<file path="src/rtl/score_glyph_sched_pkg.sv">
// Shared constants for the dino HUD score/glyph scheduler: slot geometry,
// glyph indices and FSM encodings.
package score_glyph_sched_pkg;

    localparam int TOP        = 80;
    localparam int X_LABEL    = 218;
    localparam int X_HI       = 236;
    localparam int X_CUR      = 272;
    localparam int PIC_WIDTH  = 6;
    localparam int PIC_HEIGHT = 9;
    localparam int GLYPH_SIZE = 54;
    localparam int ROM_LAT    = 1;
    localparam int NUM_SLOTS  = 12;

    localparam logic [3:0] GLYPH_H = 4'd10;
    localparam logic [3:0] GLYPH_I = 4'd11;

    typedef enum logic [1:0] {
        ST_IDLE = 2'd0,
        ST_RUN  = 2'd1,
        ST_OVER = 2'd2
    } state_t;

    // Slots 0-1: "H","I"; 2-6: high-score digits MSD first; 7-11: current score.
    function automatic int slot_x(input int s);
        if (s < 2)
            return X_LABEL + PIC_WIDTH * s;
        else if (s < 7)
            return X_HI + PIC_WIDTH * (s - 2);
        else
            return X_CUR + PIC_WIDTH * (s - 7);
    endfunction

endpackage

</file>
<file path="src/rtl/score_glyph_sched_bcd_counter5.sv">
// Five-digit BCD up-counter with clear, saturation at 99999 and a
// magnitude compare against another BCD value.
module bcd_counter5
    import score_glyph_sched_pkg::*;
(
    input  logic        clk,
    input  logic        rst,
    input  logic        clr,
    input  logic        inc,
    input  logic [19:0] other,
    output logic [19:0] value,
    output logic        gt
);

    logic [19:0] value_next;
    logic        carry;

    always_comb begin
        value_next = value;
        carry      = 1'b1;
        for (int d = 0; d < 5; d++) begin
            if (carry) begin
                if (value[4*d +: 4] == 4'd9) begin
                    value_next[4*d +: 4] = 4'd0;
                end else begin
                    value_next[4*d +: 4] = value[4*d +: 4] + 4'd1;
                    carry                = 1'b0;
                end
            end
        end
    end

    // Valid BCD orders the same way as plain binary, so a direct compare works.
    assign gt = (value > other);

    always_ff @(posedge clk) begin
        if (rst)
            value <= '0;
        else if (clr)
            value <= '0;
        else if (inc && value != 20'h99999)
            value <= value_next;
    end

endmodule

</file>
<file path="src/rtl/score_glyph_sched.sv">
// Dino-game score FSM plus per-pixel scheduling of the shared 12-glyph ROM
// across the HUD label, high-score and current-score slots.
module score_glyph_sched
    import score_glyph_sched_pkg::*;
(
    input  logic        clk,
    input  logic        rst,
    input  logic        game_start,
    input  logic        game_tick,
    input  logic        game_over,
    input  logic [9:0]  h_cnt,
    input  logic [9:0]  v_cnt,
    output logic [9:0]  rom_addr,
    output logic        rom_en,
    output logic        pix_valid,
    output logic [19:0] score,
    output logic [19:0] hi_score,
    output logic        running
);

    state_t state;
    logic   score_clr;
    logic   score_inc;
    logic   score_gt;

    assign score_clr = (state != ST_RUN) && game_start;
    assign score_inc = (state == ST_RUN) && game_tick && !game_over;

    bcd_counter5 u_score (
        .clk   (clk),
        .rst   (rst),
        .clr   (score_clr),
        .inc   (score_inc),
        .other (hi_score),
        .value (score),
        .gt    (score_gt)
    );

    // The compare sees the pre-tick score, so a same-cycle tick never reaches hi_score.
    always_ff @(posedge clk) begin
        if (rst) begin
            state    <= ST_IDLE;
            running  <= 1'b0;
            hi_score <= '0;
        end else begin
            case (state)
                ST_IDLE, ST_OVER: begin
                    if (game_start) begin
                        state   <= ST_RUN;
                        running <= 1'b1;
                    end
                end
                ST_RUN: begin
                    if (game_over) begin
                        state   <= ST_OVER;
                        running <= 1'b0;
                        if (score_gt)
                            hi_score <= score;
                    end
                end
                default: begin
                    state   <= ST_IDLE;
                    running <= 1'b0;
                end
            endcase
        end
    end

    int          h_addr;
    int          v_addr;
    int          addr_int;
    logic        in_row;
    logic        hit;
    logic        visible;
    logic [3:0]  glyph;
    logic        unused_lsb;

    assign unused_lsb = h_cnt[0] ^ v_cnt[0];

    always_comb begin
        h_addr   = int'(h_cnt[9:1]);
        v_addr   = int'(v_cnt[9:1]);
        in_row   = (v_addr >= TOP) && (v_addr < TOP + PIC_HEIGHT);
        hit      = 1'b0;
        addr_int = 0;
        glyph    = 4'd0;
        visible  = 1'b0;
        for (int s = 0; s < NUM_SLOTS; s++) begin
            if (s == 0)
                glyph = GLYPH_H;
            else if (s == 1)
                glyph = GLYPH_I;
            else if (s < 7)
                glyph = hi_score[4*(6-s) +: 4];
            else
                glyph = score[4*(11-s) +: 4];
            visible = (s >= 7) || (hi_score != 20'h0);
            if (visible && in_row && h_addr >= slot_x(s) && h_addr < slot_x(s) + PIC_WIDTH) begin
                hit      = 1'b1;
                addr_int = int'(glyph) * GLYPH_SIZE + (v_addr - TOP) * PIC_WIDTH
                           + (h_addr - slot_x(s));
            end
        end
    end

    logic [ROM_LAT-1:0] en_pipe;

    always_ff @(posedge clk) begin
        if (rst) begin
            rom_addr <= '0;
            rom_en   <= 1'b0;
            en_pipe  <= '0;
        end else begin
            rom_addr   <= hit ? 10'(addr_int) : 10'd0;
            rom_en     <= hit;
            en_pipe[0] <= rom_en;
            for (int i = 1; i < ROM_LAT; i++)
                en_pipe[i] <= en_pipe[i-1];
        end
    end

    assign pix_valid = en_pipe[ROM_LAT-1];

endmodule

</file>
<file path="config.mk">
export PLATFORM = sky130hd
export DESIGN_NAME = score_glyph_sched
export DESIGN_NICKNAME = d
export VERILOG_FILES = /design/src/rtl/score_glyph_sched_pkg.sv /design/src/rtl/score_glyph_sched_bcd_counter5.sv /design/src/rtl/score_glyph_sched.sv
export SDC_FILE = /design/constraint.sdc
export NUM_CORES = 1
export LEC_CHECK = 0
export BUFFER_PORTS_ARGS = -buffer_cell sky130_fd_sc_hd__buf_2
export CORE_MARGIN = 4
export CORE_UTILIZATION = 30
export DETAILED_ROUTE_END_ITERATION = 8
export PLACE_DENSITY_LB_ADDON = 0.15
export SYNTH_ARGS = -nofsm -noshare
export SYNTH_HDL_FRONTEND = slang
export SYNTH_SLANG_ARGS = --single-unit
</file>
<file path="constraint.sdc">
create_clock -name clk -period 4.49 [get_ports clk]
set_input_delay 0.2245 -clock clk [delete_from_list [all_inputs] [get_ports clk]]
set_output_delay 0.2245 -clock clk [all_outputs]
set_load 0.01 [all_outputs]
</file>
==> results.yml <==
critical_path:
  crit_buf_inv: 4
  worst-setup-path-type: "reg2reg"
  max_stage_delay_ps: 530
  cp_max_fo: 4
  slowest_stage: "a2111oi_1"
  critPathTopFamily: "adder cells"
  endpoint_kind: "flop"
  arrival_ps: 4600
  cp_common_cell: "ha_1"
  cp.required_ps: 4700
  cp-start-kind: "flop"
  crit_path_cell_trace: "inv_1, ha_1, fa_1, inv_1, ha_1, xor2_2, fa_1, ha_1, xor2_1, o21ai_0, a2111oi_1, buf_4, o21ai_1, buf_4, o2111a_1"
sta:
  fmax_ghz: 0.228
  hold_viol: 0
  slew_headroom: 0.248
  fin_crit_ps: 4390
  finalSetupViolCount: 0
  setup-tns-final_ps: 0
  skew_ps: 19.3
  tightest_slew_ps: 1120
  slew_violations: 0
  fin_crit_sh: 0.978
  hold_ws_ps: 171
  rsz0062_at_grt: "yes"
  worst_slack_ps: 100
floorplan:
  std_cell_rows: 80
  die_area_um2: 51800
  initial_core_util: 0.303
  die_h_um: 228
  core_um2: 47600
  die_w_um: 228
  io_pins: 78
logic_synthesis:
  ys_ff_latch: 55
  netlist_instances: 1769
  syn_nets: 2231
  ys.flop_type: "dfxtp_1"
  synthesis.area_um2: 14500
  yosysTopAreaCell: "ha_1"
  synth_cell_types: 72
  yosysWarnings: 0
  seq_area_frac_synth: 0.0762
  synth_area_leaders: "ha_1 29%, fa_1 15%, inv_1 9.2%"
  synth_edf_count: 0
  syn_area_per_cell_um2: 8.17
  async_flop_share: 0
  synth_top_area_share: 0.286
layout:
  area_delta_synth_final_pct: 33.9
  finish.instance_area_um2: 19400
  drive_gt1_frac: 0.282
  layout.nets: 2595
  final_common_cell: "inv_1"
  final_cell_mix: "339 x inv_1, 303 x buf_4, 276 x ha_1"
  diodes: 0
  num-fill-cells: 4912
  fin_util: 0.406
placement:
  place_area_um2: 17900
  dp_slack_ps: -406
  post-dp-hpwl_um: 49400
  port_buffers: 75
  gp_congestion: 0.958
power:
  p_per_area_nw_per_um2: 323
  power.leakage_uw: 0.00961
  ir_drop_mv: 0.189
clock_tree:
  path_clk_slew_ps: 100
  cts_tree: "done"
  cts.sinks: 55
  h-tree-depth: 2
  cts_buffers: 5
  hold_buffers: 0
  root_buffer: "clkbuf_16"
  clk_latency_ps: 340
  cts.path.max_buffers: 2
detailed_routing:
  antenna_left: 0
  vias_per_cell: 5.06
  vias: 13900
  drt_pass1_iterations: 5
  routedWlPerCell_um: 21.0
  wl_um: 57700
  drt-initial-drc-count: 813
  remaining_drc_errors: 0
grt:
  grt_start_max_net_pins: 28
  antenna_found_initial: 4
  grt_pass1_wl_um: 84400
  grt_pass1_vias: 13800
  grt_usage: 0.218
  gr-total-overflow: 0
min_path:
  min_path_type: "in2reg"
flow_run:
  drv_cap: 0
status:
  outcome: "completed"
==> layout make-up <==
| type | instances | area [µm²] | share of cell area |
|---|---|---|---|
| Multi-Input combinational cell | 1328 | 13100 | 0.677 |
| Sequential cell | 55 | 1140 | 0.0591 |
| Timing Repair Buffer | 390 | 2860 | 0.147 |
| Clock inverter | 3 | 33.8 | 0.00174 |
| Tap cell | 615 | 769 | 0.0397 |
| Clock buffer | 5 | 125 | 0.00646 |
| Inverter | 353 | 1330 | 0.0686 |
==> worst register-to-register path, stage by stage (launching register included) <==
cell and delay (ps):
dfxtp_2 380, inv_1 80, ha_1 350, fa_1 510, inv_1 60, ha_1 260
xor2_2 220, fa_1 480, ha_1 370, xor2_1 280, o21ai_0 210, a2111oi_1 530
buf_4 190, o21ai_1 60, buf_4 150, o2111a_1 140
==> path summary, 6_finish.rpt <==
path,start,to,slack (ps),depth (start not counted)
setup / recovery,u_score.value[10],rom_addr[5],100,15
hold reg to reg,rom_en,pix_valid,480,1
setup reg to reg,u_score.value[10],rom_addr[5],100,15
hold / removal,game_start,state[0],170,3
==> cell usage after synthesis, drive strengths merged (11+ instances only) <==
| master | number |
|---|---|
| inv | 353 |
| ha | 330 |
| a21oi | 130 |
| fa | 107 |
| nor2 | 94 |
| xnor2 | 92 |
| nand3 | 72 |
| o21ai | 66 |
| dfxtp | 55 |
| nand2 | 49 |
| nor3 | 47 |
| xor2 | 43 |
| a31oi | 32 |
| a21o | 30 |
| clkbuf | 30 |
| o21bai | 25 |
| a211oi | 17 |
| nor2b | 17 |
| o21a | 13 |
| or3 | 13 |
| nand4 | 11 |
==> per-layer routing <==
metal,global-route usage,part of all wire,up-vias
met5,0,0.00042,-
met2,0.354,0.45,387
li1,-,-,6757
met1,0.299,0.45,6697
met4,0.0580,0.032,4
met3,0.0417,0.063,71
==> where the power goes <==
part / total, µW / switching, µW / leakage (µW) / internal (µW)
combinational: 5290 / 2720 / 0.00908 / 2570
clock: 482 / 265 / 0.0000772 / 218
sequential: 487 / 1.65 / 0.000456 / 485
total: 6260 / 2980 / 0.00961 / 3270
==> cell families after synthesis <==
family / synth area share
AND/OR/NAND/NOR: 0.121
adder cells (fa/ha/maj): 0.434
AO/OA/AOI/OAI: 0.173
XOR/XNOR: 0.0931
buffers and inverters: 0.100
flip-flops: 0.0762
multiplexers: 0.00286
==> metrics by stage <==
| stage | power (µW) | instances |
|---|---|---|
| 3_3_place_gp | 5140 | 2730 |
| 5_1_grt | 6750 | 2749 |
| 4_1_cts | 5730 | 2738 |
| 3_5_place_dp | 5160 | 2730 |
| 6_report | 6260 | 2749 |
| 2_1_floorplan | 3190 | 1769 |
==> flip-flops by register name, summed over array words and instances, names as in the netlist <==
signal         count
hi_score          20
pix_valid          1
rom_addr          10
rom_en             1
running            1
state              2
u_score.value     20
==> what timing repair did <==
action | CTS | global route
setup buffers | 0 | 13
setup endpoints to repair | 4 | 5
gates resized for setup | 21 | 209
pin swaps | 9 | 110
(Power assumes the default switching activity.)
